[src/rtl/uart_alu_responder_if.sv]
// rtl/uart_alu_responder_if.sv - rx/tx byte handshakes and status flags of the UART ALU responder
interface uart_alu_responder_if;
  logic [7:0] rx_data_i;
  logic       rx_valid_i;
  logic       rx_ready_o;
  logic [7:0] tx_data_o;
  logic       tx_valid_o;
  logic       tx_ready_i;
  logic       busy_o;
  logic       err_o;

  modport master (
    output rx_data_i, rx_valid_i, tx_ready_i,
    input  rx_ready_o, tx_data_o, tx_valid_o, busy_o, err_o
  );

  modport slave (
    input  rx_data_i, rx_valid_i, tx_ready_i,
    output rx_ready_o, tx_data_o, tx_valid_o, busy_o, err_o
  );
endinterface

[src/rtl/uart_alu_responder.sv]
// rtl/uart_alu_responder.sv - parses UART ALU command packets, runs echo/add/mul/div, streams responses
module uart_alu_responder #(
  parameter logic [7:0] OP_ECHO = 8'hEC,
  parameter logic [7:0] OP_ADD  = 8'hAD,
  parameter logic [7:0] OP_MUL  = 8'h88,
  parameter logic [7:0] OP_DIV  = 8'hD1
) (
  input logic                 clk_i,
  input logic                 rst_i,
  uart_alu_responder_if.slave bus
);
  typedef enum logic [3:0] {
    S_OPCODE, S_RSV, S_LEN_LO, S_LEN_HI, S_ECHO, S_OPER, S_MUL, S_DIV, S_RESP, S_DRAIN
  } state_t;

  state_t      state;
  logic [7:0]  opcode, len_lo, tx_data;
  logic        tx_valid, err;
  logic [15:0] cnt;
  logic [1:0]  byte_idx;
  logic        first_op, last_op;
  logic [23:0] oper;
  logic [31:0] acc, mul_b, prod;
  logic [31:0] div_a, div_bm, div_q, div_r;
  logic        div_zero, neg_q, neg_r;
  logic [4:0]  iter;
  logic [55:0] resp;
  logic [2:0]  resp_left;

  logic        rdy, rx_fire, tx_fire, len_ok;
  logic [15:0] len, pay_len;
  logic [31:0] word, add_sum, prod_next;
  logic [32:0] rem_w, rem_sub;
  logic        div_ge;
  logic [31:0] rem_next, q_next, q_final, r_final;

  always_comb begin
    rdy = 1'b0;
    case (state)
      S_OPCODE, S_RSV, S_LEN_LO, S_LEN_HI, S_OPER, S_DRAIN: rdy = 1'b1;
      S_ECHO:  rdy = (cnt != 16'd0) && (!tx_valid || bus.tx_ready_i);
      default: rdy = 1'b0;
    endcase
  end

  assign bus.rx_ready_o = rdy && !rst_i;
  assign bus.tx_data_o  = tx_data;
  assign bus.tx_valid_o = tx_valid;
  assign bus.err_o      = err;
  assign bus.busy_o     = (state != S_OPCODE);

  assign rx_fire = bus.rx_valid_i && bus.rx_ready_o;
  assign tx_fire = tx_valid && bus.tx_ready_i;
  assign len     = {bus.rx_data_i, len_lo};
  assign pay_len = len - 16'd4;
  assign word    = {bus.rx_data_i, oper};
  assign add_sum = acc + word;

  always_comb begin
    len_ok = 1'b0;
    if (opcode == OP_ECHO)
      len_ok = (len >= 16'd4);
    else if (opcode == OP_ADD || opcode == OP_MUL)
      len_ok = (len >= 16'd12) && (len[1:0] == 2'b00);
    else if (opcode == OP_DIV)
      len_ok = (len == 16'd12);
  end

  // One shift-add step of the multiply; acc doubles as the shifting multiplicand.
  assign prod_next = prod + (mul_b[0] ? acc : 32'd0);

  // One restoring-divide step on magnitudes; div_q shifts the dividend out and the quotient in.
  assign rem_w    = {div_r, div_q[31]};
  assign rem_sub  = rem_w - {1'b0, div_bm};
  assign div_ge   = (rem_w >= {1'b0, div_bm});
  assign rem_next = div_ge ? rem_sub[31:0] : rem_w[31:0];
  assign q_next   = {div_q[30:0], div_ge};
  assign q_final  = neg_q ? -q_next : q_next;
  assign r_final  = neg_r ? -rem_next : rem_next;

  always_ff @(posedge clk_i) begin
    if (rst_i) begin
      state     <= S_OPCODE;
      opcode    <= 8'd0;
      len_lo    <= 8'd0;
      tx_data   <= 8'd0;
      tx_valid  <= 1'b0;
      err       <= 1'b0;
      cnt       <= 16'd0;
      byte_idx  <= 2'd0;
      first_op  <= 1'b0;
      last_op   <= 1'b0;
      oper      <= 24'd0;
      acc       <= 32'd0;
      mul_b     <= 32'd0;
      prod      <= 32'd0;
      div_a     <= 32'd0;
      div_bm    <= 32'd0;
      div_q     <= 32'd0;
      div_r     <= 32'd0;
      div_zero  <= 1'b0;
      neg_q     <= 1'b0;
      neg_r     <= 1'b0;
      iter      <= 5'd0;
      resp      <= 56'd0;
      resp_left <= 3'd0;
    end else begin
      err <= 1'b0;
      if (tx_fire) tx_valid <= 1'b0;
      case (state)
        S_OPCODE: if (rx_fire) begin
          opcode <= bus.rx_data_i;
          state  <= S_RSV;
        end
        S_RSV: if (rx_fire) state <= S_LEN_LO;
        S_LEN_LO: if (rx_fire) begin
          len_lo <= bus.rx_data_i;
          state  <= S_LEN_HI;
        end
        S_LEN_HI: if (rx_fire) begin
          cnt      <= pay_len;
          byte_idx <= 2'd0;
          first_op <= 1'b1;
          if (!len_ok) begin
            err   <= 1'b1;
            state <= (len > 16'd4) ? S_DRAIN : S_OPCODE;
          end else if (opcode == OP_ECHO) begin
            state <= (len == 16'd4) ? S_OPCODE : S_ECHO;
          end else begin
            state <= S_OPER;
          end
        end
        // cnt reaches 0 on the last payload byte; leave once that byte has gone out.
        S_ECHO: begin
          if (rx_fire) begin
            tx_data  <= bus.rx_data_i;
            tx_valid <= 1'b1;
            cnt      <= cnt - 16'd1;
          end else if (cnt == 16'd0 && tx_fire) begin
            state <= S_OPCODE;
          end
        end
        S_DRAIN: if (rx_fire) begin
          cnt <= cnt - 16'd1;
          if (cnt == 16'd1) state <= S_OPCODE;
        end
        S_OPER: if (rx_fire) begin
          oper     <= word[31:8];
          byte_idx <= byte_idx + 2'd1;
          cnt      <= cnt - 16'd1;
          if (byte_idx == 2'd3) begin
            first_op <= 1'b0;
            last_op  <= (cnt == 16'd1);
            if (opcode == OP_DIV) begin
              if (first_op) begin
                div_a <= word;
              end else begin
                neg_q    <= div_a[31] ^ word[31];
                neg_r    <= div_a[31];
                div_zero <= (word == 32'd0);
                div_bm   <= word[31] ? -word : word;
                div_q    <= div_a[31] ? -div_a : div_a;
                div_r    <= 32'd0;
                iter     <= 5'd0;
                state    <= S_DIV;
              end
            end else if (first_op) begin
              acc <= word;
            end else if (opcode == OP_MUL) begin
              mul_b <= word;
              prod  <= 32'd0;
              iter  <= 5'd0;
              state <= S_MUL;
            end else begin
              acc <= add_sum;
              if (cnt == 16'd1) begin
                tx_data   <= add_sum[7:0];
                tx_valid  <= 1'b1;
                resp      <= {24'd0, add_sum[31:8]};
                resp_left <= 3'd3;
                state     <= S_RESP;
              end
            end
          end
        end
        S_MUL: begin
          prod  <= prod_next;
          acc   <= acc << 1;
          mul_b <= mul_b >> 1;
          iter  <= iter + 5'd1;
          if (iter == 5'd31) begin
            acc <= prod_next;
            if (last_op) begin
              tx_data   <= prod_next[7:0];
              tx_valid  <= 1'b1;
              resp      <= {24'd0, prod_next[31:8]};
              resp_left <= 3'd3;
              state     <= S_RESP;
            end else begin
              state <= S_OPER;
            end
          end
        end
        S_DIV: begin
          if (div_zero) begin
            tx_data   <= 8'hFF;
            tx_valid  <= 1'b1;
            resp      <= {div_a, 24'hFFFFFF};
            resp_left <= 3'd7;
            state     <= S_RESP;
          end else begin
            div_r <= rem_next;
            div_q <= q_next;
            iter  <= iter + 5'd1;
            if (iter == 5'd31) begin
              tx_data   <= q_final[7:0];
              tx_valid  <= 1'b1;
              resp      <= {r_final, q_final[31:8]};
              resp_left <= 3'd7;
              state     <= S_RESP;
            end
          end
        end
        S_RESP: if (tx_fire) begin
          if (resp_left == 3'd0) begin
            state <= S_OPCODE;
          end else begin
            tx_data   <= resp[7:0];
            tx_valid  <= 1'b1;
            resp      <= resp >> 8;
            resp_left <= resp_left - 3'd1;
          end
        end
        default: state <= S_OPCODE;
      endcase
    end
  end
endmodule

[src/flat_wrapper.sv]
// flat-port wrapper written by rule: the top's interface ports become plain ports
module uart_alu_responder_flat 
#(
  parameter logic [7:0] OP_ECHO = 8'hEC,
  parameter logic [7:0] OP_ADD  = 8'hAD,
  parameter logic [7:0] OP_MUL  = 8'h88,
  parameter logic [7:0] OP_DIV  = 8'hD1
)
  (clk_i, rst_i, bus_rx_data_i, bus_rx_valid_i, bus_tx_ready_i, bus_rx_ready_o, bus_tx_data_o, bus_tx_valid_o, bus_busy_o, bus_err_o);
  uart_alu_responder_if bus_i ();
  input logic clk_i;
  input logic rst_i;
  input wire logic [$bits(bus_i.rx_data_i)-1:0] bus_rx_data_i;
  input wire logic [$bits(bus_i.rx_valid_i)-1:0] bus_rx_valid_i;
  input wire logic [$bits(bus_i.tx_ready_i)-1:0] bus_tx_ready_i;
  output wire logic [$bits(bus_i.rx_ready_o)-1:0] bus_rx_ready_o;
  output wire logic [$bits(bus_i.tx_data_o)-1:0] bus_tx_data_o;
  output wire logic [$bits(bus_i.tx_valid_o)-1:0] bus_tx_valid_o;
  output wire logic [$bits(bus_i.busy_o)-1:0] bus_busy_o;
  output wire logic [$bits(bus_i.err_o)-1:0] bus_err_o;
  assign bus_i.rx_data_i = bus_rx_data_i;
  assign bus_i.rx_valid_i = bus_rx_valid_i;
  assign bus_i.tx_ready_i = bus_tx_ready_i;
  assign bus_rx_ready_o = bus_i.rx_ready_o;
  assign bus_tx_data_o = bus_i.tx_data_o;
  assign bus_tx_valid_o = bus_i.tx_valid_o;
  assign bus_busy_o = bus_i.busy_o;
  assign bus_err_o = bus_i.err_o;
  uart_alu_responder #(.OP_ECHO(OP_ECHO), .OP_ADD(OP_ADD), .OP_MUL(OP_MUL), .OP_DIV(OP_DIV)) u_core (.clk_i(clk_i), .rst_i(rst_i), .bus(bus_i));
endmodule
[config.mk]
export PLATFORM = sky130hd
export DESIGN_NAME = uart_alu_responder_flat
export DESIGN_NICKNAME = d
export VERILOG_FILES = /design/src/rtl/uart_alu_responder_if.sv /design/src/rtl/uart_alu_responder.sv /design/src/flat_wrapper.sv
export SDC_FILE = /design/constraint.sdc
export NUM_CORES = 1
export LEC_CHECK = 0
export BUFFER_PORTS_ARGS = -buffer_cell sky130_fd_sc_hd__buf_2
export CORE_MARGIN = 5
export CORE_UTILIZATION = 25
export DETAILED_ROUTE_END_ITERATION = 10
export PLACE_DENSITY = 0.36
export SYNTH_ARGS = -nofsm -noshare
export SYNTH_HDL_FRONTEND = slang
export SYNTH_SLANG_ARGS = --single-unit
[constraint.sdc]
create_clock -name clk_i -period 5.86 [get_ports clk_i]
set_clock_uncertainty 0.05 [all_clocks]
set_input_delay 1.758 -clock clk_i [delete_from_list [all_inputs] [get_ports clk_i]]
set_output_delay 1.758 -clock clk_i [all_outputs]
set_load 0.02 [all_outputs]
==> results.md <==
* Hold buffers post-CTS at 0
* CP arrival at 5.68 ns
* Post-synth EDFFs at 0
* Initial antenna violation count at 6
* Setup-failing EPs final at 0
* First-pass GRT wire length at 162,000 µm
* CP max FO at 10
* Crit path cell chain: ha_1 -> and4_1 -> nand2_1 -> a2111o_1 -> a21oi_2 -> or2_2 -> mux2i_1 -> ha_1 -> inv_1 -> a21o_1 -> a2111oi_0 -> a41oi_1 -> inv_1 -> o221a_2 -> nand3_1 -> nor4_1 -> mux2i_1 -> a311o_1
* Async SR Flop Fraction at 0%
* Vias/cell at 5.39
* Worst-Margin Slew at 1.14 ns
* Setup ws final at 0.642 ns
* WP data required at 6.32 ns
* Crit start category: flop
* Worst path top cell family by delay: compound AO/OA/AOI/OAI gates
* Post-Syn Area at 25,000 µm²
* Post-route ant nets at 0
* Max VDD drop at 201 µV
* Synth unique cells at 106
* Largest net degree at the start of global routing at 83
* Max-slew violations at 0
* Fillcell total at 10,800
* CTS Buffer Depth at 3
* DR iter-0 viols at 2,058
* DR WL/cell at 23.8 µm
* Post-CTS setup buffer count at 0
* Leak at 0.0107 µW
* Clock Latency Late Sink at 0.64 ns
* Num rows at 116
* Ports at 24
* DP Wirelength at 80,100 µm
* Width of the die at 326 µm
* Share of layout cells above drive strength 1 at 8.15%
* Detailed Route WL at 110,000 µm
* Grt total ovfl at 0
* Post-synthesis register bit count at 365
* PortBufs at 23
* Syn_nets at 3,473
* Gpl congestion at 0.875
* Syn-to-layout area delta at 13.4%
* Slew headroom at 23.9%
* Chip height at 326 µm
* Vias in the first global route at 24,000
* Fin crit period at 5.22 ns
* Cts bufs inserted at 50
* Number of buffers and inverters on the critical path at 2
* Post-route clock period utilization at 89.0%
* Top FF cell, synth: dfxtp_1
* Sequential share of the synthesized area at 29.2%
* Post-cts resize count at 0
* H-tree depth at 2
* Cell at the root of the clock tree: clkbuf_16
* # clock sinks at 365
* Max Cap Viol at 0
* Nets at 3,395
* CTS tree: built
* Max incr delay on CP at 0.50 ns
* Final Power at 6150 µW
* Multi-input gate area at 16,400 µm²
* CP max-delay cell: ha_1
* Status: completed
* Sum of negative setup slack at 0 ns
* DRT Pass-1 Iters at 6
* Tightest hold margin at 0.401 ns
* P per Cell Area at 217 nW/µm²
* Core Area at 99,700 µm²
* Clk pin slew, worst setup/hold paths at 0.06 ns
* DR vias at 24,900
* DRC at 0
* Commonest non-fill, non-tap cell in the layout: nand2_1
* Setup CP Type: reg -> reg
* Place WS at 0.728 ns
* Starting Density at 25.1%
* Syn_area_per_cell at 7.47 µm²
* Die ar. at 107,000 µm²
* Gr usage total at 19.8%
* YS warnings at 0
* Cells after Synth at 3,350
* Unrepaired setup endpoints after global routing: no
* Max Fclk at 192 MHz
* Register area at 7310 µm²
* Commonest cells after routing, fill and taps aside: nand2_1, nor2_1, dfxtp_1
* Final Hold Viols at 0
* Worst setup EP type: flop
* Hold WC Path Type: reg -> reg
## cell families (layout without fill, tap and decap cells)
group           Yosys count  in the layout  synth area share, %
xor+xnor                206            206                 7.21
simple gates           1240           1240                 22.6
mux                      65             65                 2.64
compound gates         1023           1023                 27.1
fa+ha+maj               112            112                 5.68
buf+inv                 339            302                 5.64
flops                   365            365                 29.2
other cells               0              1                    0
## cell usage after synthesis (all sizes together) (54+ instances only)
cell type,number,area [µm²]
a211oi,109,818
a21o,54,405
a21oi,323,1620
clkbuf,214,867
dfxtp,365,7310
ha,108,1350
inv,91,344
mux2i,59,591
nand2,454,1710
nor2,415,1560
nor3,72,370
o21ai,173,877
xnor2,111,972
xor2,95,832
## sequential cells by signal, indices dropped and copies added, names as in the netlist, 16 cells and up
register and flops:
u_core.cnt 16, u_core.div_bm 32, u_core.mul_b 32, u_core.div_r 32, u_core.div_q 32, u_core.div_a 32, u_core.oper 24, u_core.prod 32
u_core.resp 56, u_core.acc 32
## routing by layer
metal  GRT usage, %  routed length (µm)  vias to the layer above
met5              0                  12                        -
met4           4.82                2730                        2
met3           3.25                5820                      122
met2           32.7               50300                      691
met1           27.1               50900                    12200
li1               -                   -                    11900
## worst reg2reg max path, stage by stage (launching register included)
cell       delay, ns
dfxtp_1         0.34
ha_1            0.50
and4_1          0.29
nand2_1         0.07
a2111o_1        0.50
a21oi_2         0.23
or2_2           0.29
mux2i_1         0.33
ha_1            0.23
inv_1           0.10
a21o_1          0.16
a2111oi_0       0.44
a41oi_1         0.30
inv_1           0.15
o221a_2         0.23
nand3_1         0.13
nor4_1          0.35
mux2i_1         0.15
a311o_1         0.28
## where the power goes
group	internal, µW	switching [µW]
Clock	2130	1330
Combinational	44.2	145
Sequential	2490	10.7
## final timing paths
kind,start,to,slack (ns),depth (start not counted)
worst max-delay path,u_core.div_r[10]$_SDFFE_PP0P_,u_core.resp[54]$_SDFFE_PP0P_,0.64,18
worst min-delay path,u_core.div_bm[25]$_SDFFE_PP0P_,u_core.div_bm[25]$_SDFFE_PP0P_,0.40,2
worst max register to register,u_core.div_r[10]$_SDFFE_PP0P_,u_core.resp[54]$_SDFFE_PP0P_,0.64,18
worst min register to register,u_core.div_bm[25]$_SDFFE_PP0P_,u_core.div_bm[25]$_SDFFE_PP0P_,0.40,2
## stage by stage
stage               cells  utilization [%]  cell area, µm²
floorplan            3350                -           25000
global placement     4518             26.6           26500
detailed placement   4518             26.6           26500
CTS                  4611             28.5           28400
global route         4611             28.5           28400
finish               4612             28.5           28400
## final cells by class
| cell class | instances | area share [%] |
|---|---|---|
| well taps | 1298 | 5.72 |
| clock buffers | 65 | 4.92 |
| repair buffers | 117 | 3.10 |
| clock inverters | 28 | 1.57 |
| flip-flops and latches | 365 | 25.8 |
| diodes | 1 | 0.00882 |
| multi-input cells | 2646 | 57.7 |
| inverters | 92 | 1.23 |
(Power assumes the default switching activity.)
